### config.mk
export PLATFORM = sky130hd
export DESIGN_NAME = shift_register_universal_flat
export DESIGN_NICKNAME = d
export VERILOG_FILES = /design/src/rtl/shift_register_universal_pkg.sv /design/src/rtl/shift_register_universal_if.sv /design/src/rtl/shift_register_universal_word_buffer.sv /design/src/rtl/shift_register_universal.sv /design/src/flat_wrapper.sv
export SDC_FILE = /design/constraint.sdc
export NUM_CORES = 1
export LEC_CHECK = 0
export ABC_AREA = 1
export CORE_ASPECT_RATIO = 1.75
export CORE_UTILIZATION = 30
export DETAILED_ROUTE_END_ITERATION = 12
export REMOVE_ABC_BUFFERS = 1
export SLEW_MARGIN = 20
export SYNTH_ARGS = -nofsm -noshare
export SYNTH_HDL_FRONTEND = slang
export SYNTH_SLANG_ARGS = --single-unit
export TNS_END_PERCENT = 1
### constraint.sdc
create_clock -name clk -period 1.4 [get_ports clk]
set_input_delay 0.42 -clock clk [delete_from_list [all_inputs] [get_ports clk]]
set_output_delay 0.42 -clock clk [all_outputs]
set_load 0.02 [all_outputs]
### src/rtl/shift_register_universal_pkg.sv
// Shared types for the universal shift register: operating modes and word-buffer states.
package shift_pkg;

   typedef enum logic [1:0] {
      HOLD = 2'd0,
      SHL  = 2'd1,
      SHR  = 2'd2,
      LOAD = 2'd3
   } mode_e;

   typedef enum logic {
      EMPTY = 1'b0,
      FULL  = 1'b1
   } buf_state_e;

endpackage

### src/rtl/shift_register_universal_if.sv
// Word handshake between the shift register's snapshot buffer and the word datapath.
// A word transfers on a rising edge where word_valid_o and word_ready_i are both high;
// while word_valid_o is high and word_ready_i is low, word_o is held stable.
interface shift_register_universal_if #(parameter int WIDTH = 16);
   logic [WIDTH-1:0] word_o;
   logic             word_valid_o;
   logic             word_ready_i;

   modport master (output word_o, output word_valid_o, input word_ready_i);
   modport slave  (input word_o, input word_valid_o, output word_ready_i);
endinterface

### src/rtl/shift_register_universal_word_buffer.sv
// Snapshot buffer for completed words: EMPTY/FULL FSM, valid/ready side and sticky overrun flag.
module shift_word_buffer
   import shift_pkg::*;
#(
   parameter int WIDTH = 16
) (
   input  logic                              clk,
   input  logic                              reset,
   input  logic                              complete,
   input  logic [WIDTH-1:0]                  word,
   shift_register_universal_if.master        bus,
   output logic                              overrun,
   output buf_state_e                        state
);

   buf_state_e       state_q, state_d;
   logic [WIDTH-1:0] word_q;
   logic             ovr_q;
   logic             load;
   logic             set_ovr;

   // A completion while FULL and ready is a simultaneous hand-off and refill.
   always_comb begin
      state_d = state_q;
      load    = 1'b0;
      set_ovr = 1'b0;
      case (state_q)
         EMPTY: begin
            if (complete) begin
               load    = 1'b1;
               state_d = FULL;
            end
         end
         FULL: begin
            if (complete) begin
               if (bus.word_ready_i) load = 1'b1;
               else                  set_ovr = 1'b1;
            end else if (bus.word_ready_i) begin
               state_d = EMPTY;
            end
         end
         default: state_d = EMPTY;
      endcase
   end

   always_ff @(posedge clk) begin
      if (reset) begin
         state_q <= EMPTY;
         word_q  <= '0;
         ovr_q   <= 1'b0;
      end else begin
         state_q <= state_d;
         if (load)    word_q <= word;
         if (set_ovr) ovr_q  <= 1'b1;
      end
   end

   assign bus.word_o       = word_q;
   assign bus.word_valid_o = (state_q == FULL);
   assign overrun          = ovr_q;
   assign state            = state_q;

endmodule

### src/rtl/shift_register_universal.sv
// Universal WIDTH-bit shift register with bit counter; completed words go to a snapshot buffer.
module shift_register_universal
   import shift_pkg::*;
#(
   parameter int WIDTH = 16,
   parameter int CNT_W = $clog2(WIDTH)
) (
   input  logic                        clk,
   input  logic                        reset,
   input  logic                        en_i,
   input  mode_e                       mode_i,
   input  logic                        ser_i,
   input  logic [WIDTH-1:0]            par_i,
   output logic                        ser_o,
   output logic [WIDTH-1:0]            out_o,
   output logic [CNT_W-1:0]            count_o,
   shift_register_universal_if.master  word_bus,
   output logic                        overrun_o,
   output buf_state_e                  buf_state
);

   logic [WIDTH-1:0] reg_q, reg_d;
   logic [CNT_W-1:0] cnt_q, cnt_d;
   logic             shift;
   logic             complete;

   always_comb begin
      reg_d    = reg_q;
      cnt_d    = cnt_q;
      shift    = 1'b0;
      complete = 1'b0;
      if (en_i) begin
         case (mode_i)
            SHL: begin
               reg_d = {reg_q[WIDTH-2:0], ser_i};
               shift = 1'b1;
            end
            SHR: begin
               reg_d = {ser_i, reg_q[WIDTH-1:1]};
               shift = 1'b1;
            end
            LOAD: begin
               reg_d = par_i;
               cnt_d = '0;
            end
            default: ;
         endcase
      end
      // Either direction counts; the shift taken at WIDTH-1 closes the word.
      complete = shift && (cnt_q == CNT_W'(WIDTH - 1));
      if (shift) cnt_d = complete ? '0 : cnt_q + CNT_W'(1);
   end

   always_ff @(posedge clk) begin
      if (reset) begin
         reg_q <= '0;
         cnt_q <= '0;
      end else begin
         reg_q <= reg_d;
         cnt_q <= cnt_d;
      end
   end

   assign ser_o   = (mode_i == SHR) ? reg_q[0] : reg_q[WIDTH-1];
   assign out_o   = reg_q;
   assign count_o = cnt_q;

   shift_word_buffer #(.WIDTH(WIDTH)) u_word_buffer (
      .clk      (clk),
      .reset    (reset),
      .complete (complete),
      .word     (reg_d),
      .bus      (word_bus),
      .overrun  (overrun_o),
      .state    (buf_state)
   );

endmodule

### src/flat_wrapper.sv
// flat-port wrapper written by rule: the top's interface ports become plain ports
module shift_register_universal_flat import shift_pkg::*;
#(
   parameter int WIDTH = 16,
   parameter int CNT_W = $clog2(WIDTH)
)
  (clk, reset, en_i, mode_i, ser_i, par_i, ser_o, out_o, count_o, overrun_o, buf_state, word_bus_word_o, word_bus_word_valid_o, word_bus_word_ready_i);
  shift_register_universal_if #(.WIDTH(WIDTH)) word_bus_i ();
  input  logic clk;
  input  logic reset;
  input  logic en_i;
  input  mode_e mode_i;
  input  logic ser_i;
  input  logic [WIDTH-1:0] par_i;
  output logic ser_o;
  output logic [WIDTH-1:0] out_o;
  output logic [CNT_W-1:0] count_o;
  output logic overrun_o;
  output buf_state_e buf_state;
  output wire logic [$bits(word_bus_i.word_o)-1:0] word_bus_word_o;
  output wire logic [$bits(word_bus_i.word_valid_o)-1:0] word_bus_word_valid_o;
  input wire logic [$bits(word_bus_i.word_ready_i)-1:0] word_bus_word_ready_i;
  assign word_bus_word_o = word_bus_i.word_o;
  assign word_bus_word_valid_o = word_bus_i.word_valid_o;
  assign word_bus_i.word_ready_i = word_bus_word_ready_i;
  shift_register_universal #(.WIDTH(WIDTH), .CNT_W(CNT_W)) u_core (.clk(clk), .reset(reset), .en_i(en_i), .mode_i(mode_i), .ser_i(ser_i), .par_i(par_i), .ser_o(ser_o), .out_o(out_o), .count_o(count_o), .word_bus(word_bus_i), .overrun_o(overrun_o), .buf_state(buf_state));
endmodule
# Word-level counts from Yosys, hierarchy flattened
# Cells that the tools add are included.
[totals] inputBits=23 regBits=38 out_inout_bits=40 word_cells=34
[classes] n_reduce_logical=5 n_addsub=1 bitwise_logic=1 eq_ne=4 mux=18
[ops] operator="case mux 16 bit (3 select lines)" count=1
[ops] operator="two-way mux 16 bit" count=1
[ops] operator="two-way mux 4 bit" count=4
[ops] operator="two-way mux 1 bit" count=10
[ops] operator="adder 4 x 1 -> 4 bit, second input constant" count=1
[ops] operator="equality test 2 bit, second input constant" count=2
[ops] operator="equality test 4 bit, second input constant" count=1
[ops] operator="case mux 1 bit (2 select lines)" count=2
[ops] operator="nonzero test 2 bit" count=2
[ops] operator="equality test 2 x 1 -> 1 bit, second input constant" count=1
[ops] operator="AND reduction 2 bit" count=1
[ops] operator="OR reduction 2 bit" count=1
[ops] operator="logical AND 1 bit" count=1
[ops] operator="inverter 1 bit" count=1

# Logic depth before layout (Yosys ltp)
# Gate-level depths: netlist (run 1).
[depth] ltp_word=7 depth_mapped=11 ltp_nobuf=10

# Hierarchy
# Synthesis (run 1) repeated with hierarchy kept, for this count alone.
[hier_totals] cells_unflattened=334 area_unflattened_um2=2264.7
[modules_own_cells] module="shift_register_universal" n_inst=1 cells_per_inst=219 area_per_inst_um2=1367.6 seq_area_each_um2=400.4
[modules_own_cells] module="shift_word_buffer" n_inst=1 cells_per_inst=115 area_per_inst_um2=897.1 seq_area_each_um2=360.3

# Least setup slack after synthesis (run 1)
# Ideal clock, no wire load.
[synth_timing] path_type="input-to-output" from="input mode_i[0]" to="output ser_o" arrival_ps=1450 n_path_buf=2 slack_ps=-470 stages=5 required_ps=980 cell_sequence="inv_1 ha_1 buf_2 buf_2 o21ai_0"
[synth_via] elab_chain_cells=2
[synth_lines] item="start, declared" line="flat_wrapper.sv:12" text="input mode_e mode_i;"
[synth_lines] item="equality test 2 bit" line="shift_register_universal.sv:64" text="assign ser_o = (mode_i == SHR) ? reg_q[0] : reg_q[WIDTH-1];"
[synth_lines] item="two-way mux 1 bit" line="shift_register_universal.sv:64"
[synth_lines] item="end, declared" line="flat_wrapper.sv:15" text="output logic ser_o;"
# Every way passes these cells.

# Final worst setup path (run 1)
# Same ends and word-level chain as after synthesis.

==> results.sh, run 1 <==
export IMPL_postRouteAntennaNets=0
export IMPL_synth_top_area_cell="dfxtp_1"
export IMPL_hold_worst_slack_ns=0.487
export IMPL_coreArea_um2=6230
export IMPL_endpoint_kind="output port"
export IMPL_cts_root_buf="clkbuf_8"
export IMPL_yosysWarnings=0
export IMPL_synth_edf_count=0
export IMPL_via_per_inst=4.41
export IMPL_ir_worst_vdd_mv=0.485
export IMPL_period_share=0.990
export IMPL_cts_tree="done"
export IMPL_dieArea_um2=6850
export IMPL_seq_power_share=0.459
export IMPL_cp_arrival_ns=0.97
export IMPL_vias=2056
export IMPL_first_global_vias=1986
export IMPL_h_tree_depth=2
export IMPL_dieWidth_um=63.0
export IMPL_synthFlopType="dfxtp_1"
export IMPL_yosysSeqAreaShare=0.390
export IMPL_initial_core_util=0.313
export IMPL_gp_congestion=0.769
export IMPL_power_frac_comb=0.214
export IMPL_report_final_setup_viol=0
export IMPL_syn_area_um2=1950
export IMPL_grt_max_degree=21
export IMPL_outcome="complete, no violations"
export IMPL_synth_most_common_cell="nand2_1"
export IMPL_start_kind="input port"
export IMPL_syn_mean_instance_area_um2=6.66
export IMPL_synth_top_area_frac=0.390
export IMPL_synth_distinct_cells=23
export IMPL_grt_total_usage=0.167
export IMPL_die_y_um=109
export IMPL_syn_inst=293
export IMPL_insertion_delay_ns=0.30
export IMPL_slew_violations=0
export IMPL_grt_overflow_total=0
export IMPL_yosys_top_cells_count="121 x nand2_1, 38 x dfxtp_1, 36 x inv_1"
export IMPL_ys_seq_elements=38
export IMPL_synth_area_leaders="dfxtp_1 39%, nand2_1 23%, inv_1 6.9%"
export IMPL_worst_slew_pin_slew_ns=0.239
export IMPL_p_sw_frac=0.287
export IMPL_drtIter0Drc=53
export IMPL_max_freq_mhz=721
export IMPL_power_switching_uw=716
export IMPL_cts_sinks=38
export IMPL_antenna_found_initial=0
export IMPL_synth_async_reset_ratio=0
export IMPL_cts_max_path_buffers=2
export IMPL_wl_um=5360
export IMPL_clk_pin_slew_ns=0.08
export IMPL_grt_pass1_wl_um=8940
export IMPL_route_detailed_drc=0
export IMPL_diodes=0
export IMPL_crit_fanout=3
export IMPL_hold_viol=0
export IMPL_finalNetCount=413
export IMPL_final_cell_area_um2=2970
export IMPL_ios=63
export IMPL_first_pass_iters=4
export IMPL_max_slew_margin_rel=0.841
export IMPL_rows=38
export IMPL_p_leak_nw=1.43
export IMPL_cts_made_buffers=5
export IMPL_p_per_area_nw_per_um2=840
export IMPL_clockPowerShare=0.327
export IMPL_period_needed_ns=1.39
export IMPL_io_buffer_count=62
export IMPL_drive_gt1_frac=0.267
export IMPL_ctsHoldBuffers=0
export IMPL_finClkSkew_ns=0.00691
export IMPL_hpwlAfterDp_um=3920
export IMPL_cell_internal_pwr_mw=1.78
export IMPL_hp_class="reg -> reg"
export IMPL_r2r_slack_ns=0.12
export IMPL_syn_to_final_growth_pct=52.1
export IMPL_crit_required_ns=0.98
export IMPL_placed_cell_area_um2=2900
export IMPL_drv_cap=0
export IMPL_wl_per_cell_um=11.5
export IMPL_rsz0062_at_grt="yes"
export IMPL_path_class="in -> out"
==> worst max-delay path, cell delays in order <==
cell and delay [ns]:
buf_6 0.08, inv_4 0.03, ha_4 0.16, o21ai_2 0.14, buf_6 0.13
==> path summary, 6_finish.rpt <==
check        depth (start not counted)                    startpoint                                 end
min reg2reg                          1  u_core.u_word_buffer.overrun        u_core.u_word_buffer.overrun
max                                  5                     mode_i[0]                               ser_o
max reg2reg                          8             u_core.count_o[0]  u_core.u_word_buffer.bus.word_o[1]
min                                  1  u_core.u_word_buffer.overrun        u_core.u_word_buffer.overrun
==> flip-flops by register name (all words and copies together), names as in the netlist <==
| signal | count |
|---|---|
| u_core.out_o | 16 |
| u_core.u_word_buffer.bus.word_o | 16 |
| u_core.count_o | 4 |
| u_core.u_word_buffer.bus.word_valid_o | 1 |
| u_core.u_word_buffer.overrun | 1 |
==> per-stage QoR <==
| stage | cells | setup WS [ns] | TNS (ns) | total power [mW] | utilization |
|---|---|---|---|---|---|
| 2_1_floorplan | 278 | -0.369 | -0.794 | 1.40 | - |
| 3_3_place_gp | 458 | -0.971 | -24.39 | 1.71 | 0.465 |
| 3_5_place_dp | 458 | -0.985 | -25.83 | 1.71 | 0.465 |
| 4_1_cts | 466 | -0.135 | -0.342 | 2.52 | 0.481 |
| 5_1_grt | 466 | -0.0259 | -0.0383 | 2.61 | 0.477 |
| 6_report | 466 | 0.0138 | 0 | 2.49 | 0.477 |
==> area by class of cell <==
cell class | count | area [um2]
fillers | 653 | 3260
multi-input cells | 203 | 993
repair buffers | 100 | 870
flip-flops and latches | 38 | 764
inverters | 37 | 146
well taps | 80 | 100
clock buffers | 6 | 82.6
clock inverters | 2 | 12.5
==> layout by cell type, fill, tap and decap left out, types with 5 or more instances in the layout <==
| cell | count |
|---|---|
| a21oi_1 | 15 |
| buf_2 | 5 |
| buf_4 | 33 |
| clkbuf_2 | 14 |
| clkbuf_8 | 6 |
| clkdlybuf4s15_1 | 16 |
| clkdlybuf4s50_1 | 19 |
| dfxtp_1 | 35 |
| inv_1 | 33 |
| nand2_1 | 118 |
| nand4_1 | 10 |
| nor2_1 | 24 |
| or2_2 | 9 |
==> logic make-up after synthesis <==
| kind of cell | share of synthesized area |
|---|---|
| simple gates | 0.367 |
| buf+inv | 0.129 |
| flops | 0.390 |
| compound gates | 0.0814 |
| fa+ha+maj | 0.0321 |
==> power by group through the flow <==
stage | Combinational (mW) | Sequential, mW | Clock [mW]
final | 0.534 | 1.15 | 0.814
after global routing | 0.585 | 1.15 | 0.877
after CTS | 0.538 | 1.14 | 0.842
after detailed placement | 0.546 | 1.17 | 0
after global placement | 0.541 | 1.17 | 0
after floorplan | 0.180 | 1.22 | 0
==> layer usage <==
layer / vias up / wire (um) / global-route usage
met3: 7 / 178 / 0.0262
li1: 1073 / - / -
met2: 51 / 2860 / 0.303
met1: 925 / 2210 / 0.188
met5: - / 0 / 0
met4: 0 / 111 / 0.0781
==> what timing repair did <==
action,CTS,global route
setup endpoints to repair,78,61
setup buffers,0,0
pin swaps,4,2
resized for setup,91,52
Power figures use the tool's default switching activity.
==> run 2, diff against run 1 <==
Settings changed: PLACE_DENSITY set to 0.66.
==> results.sh, run 2 (synthesis results as in run 1) <==
export IMPL_finClkSkew_ns=0.00754
export IMPL_hold_viol=0
export IMPL_p_leak_nw=1.46
export IMPL_path_class="in -> out"
export IMPL_io_buffer_count=62
export IMPL_cts_tree="done"
export IMPL_drtIter0Drc=54
export IMPL_drive_gt1_frac=0.249
export IMPL_hp_class="reg -> reg"
export IMPL_r2r_slack_ns=0.10
export IMPL_max_freq_mhz=706
export IMPL_via_per_inst=4.42
export IMPL_hold_path_end="u_core.u_word_buffer.overrun"
export IMPL_postRouteAntennaNets=0
export IMPL_cts_sinks=38
export IMPL_period_needed_ns=1.42
export IMPL_cp_arrival_ns=1.00
export IMPL_cts_setup_buffers=0
export IMPL_period_share=1.01
export IMPL_layout_common_cells="118 x nand2_1, 34 x inv_1, 34 x dfxtp_1, 31 x buf_4, 24 x nor2_1"
export IMPL_ir_worst_vdd_mv=0.544
export IMPL_placed_cell_area_um2=2880
export IMPL_final_common_cell="nand2_1"
export IMPL_first_global_vias=1989
export IMPL_initial_core_util=0.313
export IMPL_fillers=650
export IMPL_drv_cap=0
export IMPL_vias=2042
export IMPL_slew_violations=0
export IMPL_grt_max_degree=21
export IMPL_reg2reg_to="u_core.u_word_buffer.bus.word_o[3]"
export IMPL_ff_latch_area_um2=766
export IMPL_clk_pin_slew_ns=0.07
export IMPL_gp_congestion=0.811
export IMPL_fin_setup_tns_ns=-0.0156
export IMPL_h_tree_depth=2
export IMPL_setup_ws_ns=-0.0156
export IMPL_final_util=0.480
export IMPL_grt_pass1_wl_um=8750
export IMPL_wl_um=5310
export IMPL_outcome="finished, violations left"
export IMPL_diodes=0
export IMPL_violations="negative setup slack"
export IMPL_endpoint_kind="output port"
export IMPL_pre_cts_slack_ns=-1.08
export IMPL_hold_worst_slack_ns=0.467
export IMPL_grt_overflow_total=0
export IMPL_hpwlAfterDp_um=3780
export IMPL_rsz0062_at_grt="yes"
export IMPL_wl_per_cell_um=11.5
export IMPL_ctsHoldBuffers=0
export IMPL_start_kind="input port"
export IMPL_ios=63
export IMPL_finalNetCount=411
export IMPL_dieArea_um2=6850
export IMPL_r2r_start="u_core.count_o[1]"
export IMPL_coreArea_um2=6230
export IMPL_dieWidth_um=63.0
export IMPL_rows=38
export IMPL_max_slew_margin_rel=0.813
export IMPL_min_path_cells=1
export IMPL_multiInputGateArea_um2=1020
export IMPL_insertion_delay_ns=0.29
export IMPL_hold_path_startpoint="u_core.u_word_buffer.overrun"
export IMPL_r2r_cells=8
export IMPL_p_per_area_nw_per_um2=816
export IMPL_final_cell_area_um2=2990
export IMPL_grt_total_usage=0.164
export IMPL_first_pass_iters=4
export IMPL_cts_made_buffers=5
export IMPL_report_final_setup_viol=1
export IMPL_cts_root_buf="clkbuf_8"
export IMPL_worst_slew_pin_slew_ns=0.281
export IMPL_die_y_um=109
export IMPL_crit_fanout=4
export IMPL_cts_max_path_buffers=2
export IMPL_crit_required_ns=0.98
export IMPL_syn_to_final_growth_pct=53.2
export IMPL_antenna_found_initial=0
export IMPL_route_detailed_drc=0
## run 2: changes by cell type in the layout (fill, tap and decap cells not counted), sizes merged
cell and delta:
clkdlybuf4s15 -1, buf -5, clkbuf -2, dlygate4sd2 +6, clkinv -1, clkinvlp -1
## run 2: cell type report
class | instances | share of cell area
multi-input combinational | 203 | 0.341
tap | 80 | 0.0335
timing repair buffer | 98 | 0.293
inverter | 37 | 0.0490
clock buffer | 6 | 0.0276
sequential | 38 | 0.256
## run 2: metal layers
metal | vias up | track usage | share of wire
met3 | 6 | 0.0335 | 0.044
met2 | 48 | 0.300 | 0.53
li1 | 1068 | - | -
met5 | - | 0 | 0
met1 | 920 | 0.179 | 0.41
met4 | 0 | 0.0748 | 0.013
## run 2: stage by stage
| stage | std cells | total power [mW] |
|---|---|---|
| 2_1_floorplan | 278 | 1.40 |
| 3_3_place_gp | 456 | 1.70 |
| 3_5_place_dp | 456 | 1.70 |
| 4_1_cts | 462 | 2.45 |
| 5_1_grt | 462 | 2.57 |
| 6_report | 462 | 2.44 |
## run 2: worst max path at each step
stage                    from  endpoint  slack (ns)  cells after the start
floorplan           mode_i[0]     ser_o       -0.37                      3
global placement    mode_i[0]     ser_o       -1.10                      5
detailed placement  mode_i[0]     ser_o       -1.08                      5
CTS                 mode_i[0]     ser_o       -0.14                      6
global route        mode_i[0]     ser_o       -0.03                      5
finish              mode_i[0]     ser_o       -0.02                      5
## run 2: power by group
group	switching (mW)	internal, mW	total, mW
clock	0.377	0.380	0.757
sequential	0.0235	1.12	1.14
combinational	0.275	0.265	0.540
total	0.676	1.77	2.44
## run 2: worst max-delay path, stage by stage
cell and delay (ns):
buf_8 0.08, inv_4 0.03, ha_4 0.17, o21ai_4 0.16, buf_6 0.13
## run 2: what timing repair did
item | CTS | global route
setup endpoints to repair | 78 | 60
gates resized for setup | 84 | 53
pin swaps | 3 | 3
==> run 3, diff against run 2 <==
--- a/constraint.sdc
+++ b/constraint.sdc
@@ -3,2 +3,2 @@
 set_output_delay 0.42 -clock clk [all_outputs]
-set_load 0.02 [all_outputs]
+set_load 0.005 [all_outputs]
==> results.sh, run 3 (synthesis results as in run 1) <==
export IMPL_outcome="finished, violations left"
export IMPL_violations="negative setup slack"
export IMPL_rsz0062_at_grt="yes"
export IMPL_p_sw_frac=0.254
export IMPL_min_path_cells=1
export IMPL_layout_common_cells="110 x nand2_1, 38 x dlygate4sd2_1, 34 x inv_1, 25 x dfxtp_2, 24 x nor2_1"
export IMPL_start_kind="input port"
export IMPL_initial_core_util=0.313
export IMPL_path_class="in -> out"
export IMPL_crit_fanout=4
export IMPL_first_pass_iters=4
export IMPL_hpwlAfterDp_um=3860
export IMPL_worst_slew_pin_slew_ns=0.244
export IMPL_ios=63
export IMPL_slew_violations=0
export IMPL_hp_class="reg -> reg"
export IMPL_grt_total_usage=0.167
export IMPL_p_per_area_nw_per_um2=835
export IMPL_clockPowerShare=0.362
export IMPL_drive_gt1_frac=0.286
export IMPL_ctsHoldBuffers=0
export IMPL_report_final_setup_viol=1
export IMPL_power_frac_comb=0.179
export IMPL_crit_required_ns=0.98
export IMPL_antenna_found_initial=0
export IMPL_cts_tree="done"
export IMPL_route_detailed_drc=0
export IMPL_slowest_delay_ns=0.18
export IMPL_insertion_delay_ns=0.29
export IMPL_power_switching_uw=643
export IMPL_cts_sinks=38
export IMPL_die_y_um=109
export IMPL_gp_congestion=0.782
export IMPL_ir_worst_vdd_mv=0.579
export IMPL_groute_layer_met3_usage=0.0314
export IMPL_gr_usage_met1=0.177
export IMPL_h_tree_depth=2
export IMPL_max_freq_mhz=713
export IMPL_cts_max_path_buffers=2
export IMPL_finClkSkew_ns=0.00750
export IMPL_postRouteAntennaNets=0
export IMPL_cp_common_cell="buf_2"
export IMPL_period_share=1.00
export IMPL_diodes=0
export IMPL_globalRoute_busiestLayer="met2"
export IMPL_fillers=654
export IMPL_final_common_cell="nand2_1"
export IMPL_p_leak_nw=1.52
export IMPL_hold_worst_slack_ns=0.468
export IMPL_cp_slowest_cell="ha_4"
export IMPL_max_slew_margin_rel=0.837
export IMPL_seq_power_share=0.458
export IMPL_first_global_vias=1934
export IMPL_io_buffer_count=62
export IMPL_cp_arrival_ns=0.98
export IMPL_multiInputGateArea_um2=1050
export IMPL_dieArea_um2=6850
export IMPL_r2r_cells=8
export IMPL_dieWidth_um=63.0
export IMPL_via_per_inst=4.52
export IMPL_period_needed_ns=1.40
export IMPL_drv_cap=0
export IMPL_wl_um=5510
export IMPL_cts_made_buffers=5
export IMPL_endpoint_kind="output port"
export IMPL_grt_overflow_total=0
export IMPL_hold_viol=0
export IMPL_setup_ws_ns=-0.00256
export IMPL_power_total_mw=2.53
export IMPL_clk_pin_slew_ns=0.07
export IMPL_finalNetCount=401
export IMPL_grt_pass1_wl_um=8890
export IMPL_coreArea_um2=6230
export IMPL_cell_internal_pwr_mw=1.89
export IMPL_ff_latch_area_um2=792
export IMPL_met2_usage=0.309
export IMPL_vias=2050
export IMPL_drtIter0Drc=37
export IMPL_wl_per_cell_um=12.1
export IMPL_grt_max_degree=21
export IMPL_cp_cell_sequence="buf_2 -> ha_4 -> o21ai_2 -> buf_2"
export IMPL_rows=38
export IMPL_syn_to_final_growth_pct=55.3
export IMPL_cts_root_buf="clkbuf_8"
[run 3: critical path: cells and delay by family]
family                   cells  cell delay [ns]
AO/OA/AOI/OAI                1             0.13
adder cells (fa/ha/maj)      1             0.18
buffers and inverters        2             0.26
[run 3: routing by layer]
| layer | up-vias | routed length, um |
|---|---|---|
| met1 | 935 | 2320 |
| met5 | - | 0 |
| met4 | 0 | 122 |
| li1 | 1054 | - |
| met2 | 51 | 2850 |
| met3 | 10 | 216 |
[run 3: area by class of cell]
cell class                 instances  area share
tap                               80      0.0330
timing repair buffer              88       0.273
sequential                        38       0.261
multi-input combinational        203       0.348
inverter                          37      0.0491
clock inverter                     3      0.0132
clock buffer                       5      0.0227
[run 3: final timing paths]
path | startpoint | end | slack [ns]
worst max-delay path | mode_i[1] | ser_o | -0.003
worst min-delay path | u_core.u_word_buffer.overrun | u_core.u_word_buffer.overrun | 0.47
worst max register to register | u_core.count_o[1] | u_core.u_word_buffer.bus.word_o[0] | 0.07
worst min register to register | u_core.u_word_buffer.overrun | u_core.u_word_buffer.overrun | 0.47
[run 3: per-stage QoR]
| step | util | setup TNS [ns] | setup slack (ns) | instances | instance area (um2) |
|---|---|---|---|---|---|
| floorplan | - | -0.508 | -0.0835 | 278 | 1840 |
| global placement | 0.449 | -24.87 | -1.01 | 444 | 2790 |
| detailed placement | 0.449 | -25.47 | -0.978 | 444 | 2790 |
| CTS | 0.466 | -0.0212 | -0.0124 | 452 | 2900 |
| global route | 0.487 | -0.215 | -0.0227 | 454 | 3030 |
| finish | 0.487 | -0.00256 | -0.00256 | 454 | 3030 |
[run 3: power groups by stage]
| stage | registers, mW | clock network (mW) | logic [mW] |
|---|---|---|---|
| after floorplan | 1.18 | 0 | 0.177 |
| after CTS | 1.16 | 0.941 | 0.437 |
| after detailed placement | 1.18 | 0 | 0.453 |
| after global routing | 1.17 | 0.986 | 0.506 |
| final | 1.16 | 0.917 | 0.454 |
| after global placement | 1.18 | 0 | 0.447 |
[run 3: what timing repair did]
| item | CTS | global route |
|---|---|---|
| gates cloned | 0 | 1 |
| setup endpoints to repair | 78 | 27 |
| buffers inserted | 0 | 1 |
| pin swaps | 4 | 5 |
| resized for setup | 89 | 29 |
| endpoints found under the hold margin | 0 | 0 |
